File: src/rtl/execute_writeback.sv
// execute_writeback: single-cycle ALU plus 32-step shift-add MUL driving the register-file writeback port.
module execute_writeback #(
    parameter int WORD  = 32,
    parameter int W_OPC = 7,
    parameter int W_RD  = 4,
    parameter int W_OPR = 32
) (
    input  logic             clk,
    input  logic             reset,
    input  logic             v_i,
    input  logic [W_OPC-1:0] opecode_i,
    input  logic [W_OPR-1:0] opr0_i,
    input  logic [W_OPR-1:0] opr1_i,
    input  logic [W_RD-1:0]  wb_r_i,
    output logic             stall_o,
    output logic             wb_o,
    output logic [W_RD-1:0]  wb_r_o,
    output logic [W_OPR-1:0] result_o
);
    localparam logic [0:0] IDLE = 1'b0;
    localparam logic [0:0] BUSY = 1'b1;
    localparam logic [W_OPC-1:0] OP_MUL = W_OPC'(9);
    localparam logic [W_OPC-1:0] OP_SLT = W_OPC'(10);
    localparam int SHW = $clog2(WORD);

    logic [0:0]       state_q, state_d;
    logic [W_OPR-1:0] mcand_q, mcand_d, mplier_q, mplier_d, acc_q, acc_d, result_q, result_d;
    logic [4:0]       cnt_q, cnt_d;
    logic [W_RD-1:0]  rd_q, rd_d, wb_r_q, wb_r_d;
    logic             wb_q, wb_d;
    logic [W_OPR-1:0] alu, acc_step;
    logic [SHW-1:0]   sh;

    assign sh       = opr1_i[SHW-1:0];
    assign acc_step = acc_q + (mplier_q[0] ? mcand_q : '0);

    always_comb begin
        alu = '0;
        case (opecode_i)
            W_OPC'(0):  alu = opr0_i + opr1_i;
            W_OPC'(1):  alu = opr0_i - opr1_i;
            W_OPC'(2):  alu = opr0_i & opr1_i;
            W_OPC'(3):  alu = opr0_i | opr1_i;
            W_OPC'(4):  alu = opr0_i ^ opr1_i;
            W_OPC'(5):  alu = opr0_i << sh;
            W_OPC'(6):  alu = opr0_i >> sh;
            W_OPC'(7):  alu = $signed(opr0_i) >>> sh;
            W_OPC'(8):  alu = opr1_i;
            OP_SLT:     alu = {{(W_OPR-1){1'b0}}, $signed(opr0_i) < $signed(opr1_i)};
            default:    alu = '0;
        endcase
    end

    always_comb begin
        state_d  = state_q;
        mcand_d  = mcand_q;
        mplier_d = mplier_q;
        acc_d    = acc_q;
        cnt_d    = cnt_q;
        rd_d     = rd_q;
        wb_d     = 1'b0;
        wb_r_d   = wb_r_q;
        result_d = result_q;
        if (state_q == BUSY) begin
            acc_d    = acc_step;
            mcand_d  = mcand_q << 1;
            mplier_d = mplier_q >> 1;
            cnt_d    = cnt_q + 5'd1;
            if (cnt_q == 5'd31) begin
                state_d  = IDLE;
                wb_d     = 1'b1;
                wb_r_d   = rd_q;
                result_d = acc_step;
            end
        end else if (v_i) begin
            if (opecode_i == OP_MUL) begin
                mcand_d  = opr0_i;
                mplier_d = opr1_i;
                rd_d     = wb_r_i;
                acc_d    = '0;
                cnt_d    = '0;
                state_d  = BUSY;
            end else if (opecode_i <= OP_SLT) begin
                wb_d     = 1'b1;
                wb_r_d   = wb_r_i;
                result_d = alu;
            end
        end
    end

    always_ff @(posedge clk) begin
        if (!reset) begin
            state_q  <= IDLE;
            mcand_q  <= '0;
            mplier_q <= '0;
            acc_q    <= '0;
            cnt_q    <= '0;
            rd_q     <= '0;
            wb_q     <= 1'b0;
            wb_r_q   <= '0;
            result_q <= '0;
        end else begin
            state_q  <= state_d;
            mcand_q  <= mcand_d;
            mplier_q <= mplier_d;
            acc_q    <= acc_d;
            cnt_q    <= cnt_d;
            rd_q     <= rd_d;
            wb_q     <= wb_d;
            wb_r_q   <= wb_r_d;
            result_q <= result_d;
        end
    end

    assign stall_o  = (state_q == BUSY);
    assign wb_o     = wb_q;
    assign wb_r_o   = wb_r_q;
    assign result_o = result_q;
endmodule

File: config.mk
export PLATFORM = sky130hd
export DESIGN_NAME = execute_writeback
export DESIGN_NICKNAME = d
export VERILOG_FILES = /design/src/rtl/execute_writeback.sv
export SDC_FILE = /design/constraint.sdc
export NUM_CORES = 1
export LEC_CHECK = 0
export BUFFER_PORTS_ARGS = -buffer_cell sky130_fd_sc_hd__buf_2
export CAP_MARGIN = 20
export CELL_PAD_IN_SITES_DETAIL_PLACEMENT = 0
export CELL_PAD_IN_SITES_GLOBAL_PLACEMENT = 2
export CORE_MARGIN = 2
export CORE_UTILIZATION = 25
export CTS_CLUSTER_DIAMETER = 150
export CTS_CLUSTER_SIZE = 30
export DETAILED_ROUTE_END_ITERATION = 16
export PLACE_DENSITY = 0.69
export RECOVER_POWER = 100
export SLEW_MARGIN = 20
export SYNTH_ARGS = -nofsm -noshare
export SYNTH_HDL_FRONTEND = slang
export SYNTH_SLANG_ARGS = --single-unit
File: constraint.sdc
create_clock -name clk -period 4.91 [get_ports clk]
set_input_delay 0.982 -clock clk [delete_from_list [all_inputs] [get_ports clk]]
set_output_delay 0.982 -clock clk [all_outputs]
set_load 0.01 [all_outputs]
==> results_dict.tcl <==
set metrics [dict create \
    status "complete, but fails checks" \
    violations "max-capacitance violations, max-slew violations" \
    clk-insertion-delay-late_ns 0.50 \
    drt-total-wl_um 91100 \
    drt_pass1_iterations 8 \
    fmax_mhz 217 \
    yosysSeqAreaShare 0.175 \
    syn_avg_cell_area_um2 7.39 \
    critPathLaunchType "register" \
    post-route-min-period_ns 4.60 \
    cts_sinks 143 \
    finalPower_mw 3.77 \
    critPathTopFamily "simple AND/OR/NAND/NOR gates" \
    ctsHoldBuffers 0 \
    cts_max_level 4 \
    setup_tns_ns 0 \
    num-nets-final 2515 \
    final_core_util 0.291 \
    die_x_um 260 \
    critPathKind "register to register" \
    routedWlPerCell_um 28.7 \
    synth-seq-cells 143 \
    skew_ns 0.0177 \
    ios 116 \
    p_per_area_nw_per_um2 201 \
    drv_slew 30 \
    cp_slowest_cell "and2_0" \
    grt_max_degree 94 \
    drv_cap 1 \
    viasPerCell 5.80 \
    gp_congestion 0.971 \
    post_cts_resized 0 \
    start_util 0.253 \
    max_stage_delay_ns 0.68 \
    hold_violations 0 \
    seqCellArea_um2 2860 \
    cts_root_buf "clkbuf_16" \
    rows 93 \
    antenna_found_initial 6 \
    setup_slack_ns 0.312 \
    dp_slack_ns 0.468 \
    arrival_ns 4.97 \
    grt_first_pass_wirelength_um 130000 \
    required_ns 5.28 \
    netlist_area_um2 16300 \
    vias 18400 \
    syn_to_final_growth_pct 14.8 \
    drc 0 \
    grt_use_total 0.267 \
    syn_nets 2424 \
    synth_top_area_frac 0.175 \
    core_area_um2 64500 \
    antenna_left 0 \
    post_dp_cell_area_um2 18200 \
    max-slew-margin-rel -0.567 \
    final_cells 3172 \
    drtIter0Drc 2035 \
    synth_cell_types 83 \
    multi_input_area_um2 12400 \
    drive_gt1_frac 0.123 \
    ys.flop_type "dfxtp_1" \
    synth_edf_count 0 \
    period_share 0.937 \
    path_max_fanout 9 \
    tightest_slew_ns 2.35 \
    grt_pass1_vias 17400 \
    stdcell_area_um2 18800 \
    setup_viol 0 \
    hpwlAfterDp_um 69100 \
    gr-total-overflow 0 \
    ys_async_sr_fraction 0 \
    synthTopCellsByArea "dfxtp_1 (18%), ha_1 (10%), nor2_1 (8.1%)" \
    hold_path.class "register to register" \
    worst-path-buf-inv 3 \
    yosysTopAreaCell "dfxtp_1" \
    rsz0062_at_grt "no" \
    vdd_drop_max_uv 292 \
    num-fill-cells 7196 \
    netlist_instances 2210 \
    cts_buffer_depth 2 \
    dieArea_um2 67400 \
    clk_pin_slew_ns 0.07 \
    path_cells "ha_1 -> and3_1 -> ha_1 -> buf_4 -> and2_0 -> a21oi_1 -> clkbuf_1 -> nor2_1 -> o211ai_1 -> nor4_1 -> buf_4 -> a31oi_1 -> o221a_2" \
    end_kind "register" \
    place_inst 3137 \
    cts_setup_buffers 0 \
    leakage_nw 7.65 \
    yosys_warnings 0 \
    whs_ns 0.460 \
    cts_buffers 17 \
    cts_tree "yes" \
    io_buffers 115 \
    die_h_um 260 \
]
-- cells in the final DEF (no fill, tap or decap), types with 10 or more instances in the layout --
cell type / netlist / final
o211ai_1: 27 / 27
nand3_1: 31 / 31
o21bai_1: 12 / 12
o31ai_1: 17 / 18
a221oi_1: 19 / 19
o2111ai_1: 13 / 13
ha_1: 133 / 133
mux2i_1: 129 / 129
mux4_2: 32 / 32
clkbuf_16: 0 / 17
a31oi_1: 34 / 34
nor3_1: 45 / 45
a211oi_1: 44 / 44
and2_1: 43 / 40
nor2_1: 353 / 352
buf_4: 2 / 111
a221o_1: 10 / 10
a22oi_1: 16 / 16
nand2b_1: 10 / 10
a21oi_1: 257 / 257
a21o_1: 32 / 32
o22ai_1: 18 / 18
or3_1: 10 / 10
mux4_1: 15 / 15
inv_1: 98 / 97
xnor2_1: 27 / 27
dfxtp_1: 143 / 143
and3_1: 17 / 17
nor2b_1: 19 / 19
o21ai_0: 125 / 125
clkbuf_1: 109 / 42
o221ai_1: 13 / 13
nor4_1: 18 / 18
nand2_1: 149 / 149
buf_2: 28 / 76
-- worst register-to-register path, cell delays in order, from the launching register on --
cell and delay [ns]:
dfxtp_1 0.39, ha_1 0.21, and3_1 0.17, ha_1 0.15, buf_4 0.16, and2_0 0.68
a21oi_1 0.17, clkbuf_1 0.48, nor2_1 0.44, o211ai_1 0.30, nor4_1 0.66, buf_4 0.24
a31oi_1 0.15, o221a_2 0.28
-- per-layer routing --
layer,part of all wire,up-vias,track usage
li1,-,8302,-
met1,0.46,9091,0.373
met2,0.42,840,0.402
met3,0.076,159,0.0503
met4,0.043,2,0.110
met5,0.00014,-,0
-- worst paths after layout --
path,depth (start not counted),end,startpoint,slack [ns]
worst max-delay path,13,result_o[22],cnt_q[0],0.31
worst min-delay path,2,acc_q[28],acc_q[28],0.46
worst max register to register,13,result_o[22],cnt_q[0],0.31
worst min register to register,2,acc_q[28],acc_q[28],0.46
-- power by group --
group / total [mW] / leakage [nW] / switching (mW) / internal [mW]
sequential: 1.18 / 1.15 / 0.0111 / 1.17
clock: 1.41 / 0.290 / 0.638 / 0.772
combinational: 1.18 / 6.21 / 0.791 / 0.393
-- state kept, by name, indices dropped and copies added, names as in the netlist --
register / count
result_o: 32
stall_o: 1
cnt_q: 5
wb_o: 1
wb_r_o: 4
mplier_q: 32
rd_q: 4
acc_q: 32
mcand_q: 32
-- layout make-up --
class / instances / area share
flip-flops and latches: 143 / 0.153
clock buffers: 19 / 0.0236
clock inverters: 13 / 0.00807
diodes: 3 / 0.000400
inverters: 101 / 0.0203
well taps: 855 / 0.0570
repair buffers: 236 / 0.0782
multi-input cells: 1802 / 0.660
-- cells by family (layout without fill, tap and decap cells) --
group | count (synthesis) | in the layout | synth area share
buffers and inverters | 265 | 369 | 0.0669
adder cells (fa/ha/maj) | 136 | 136 | 0.106
other | 0 | 3 | 0
AO/OA/AOI/OAI | 724 | 724 | 0.285
flip-flops | 143 | 143 | 0.175
multiplexers | 183 | 183 | 0.152
XOR/XNOR | 35 | 35 | 0.0188
AND/OR/NAND/NOR | 724 | 724 | 0.197
-- cells in the mapped netlist (all sizes together), types with 8 or more instances --
master	count
nand4	8
dfxtp	143
a211oi	44
nor2b	19
nand2b	10
a21oi	257
nor4	19
mux4	47
and3	17
buf	55
a21o	32
o221ai	13
nand2	149
or3	10
o21bai	12
a221o	10
xnor2	27
o21ai	127
o22ai	18
ha	133
a22oi	16
clkbuf	109
o211ai	28
nor2	353
nand3	31
o2111ai	13
mux2i	129
xor2	8
nor3	45
a311oi	10
a31oi	34
a221oi	19
o31ai	19
inv	98
and2	43
No activity file was read; power rests on OpenSTA's default activity.
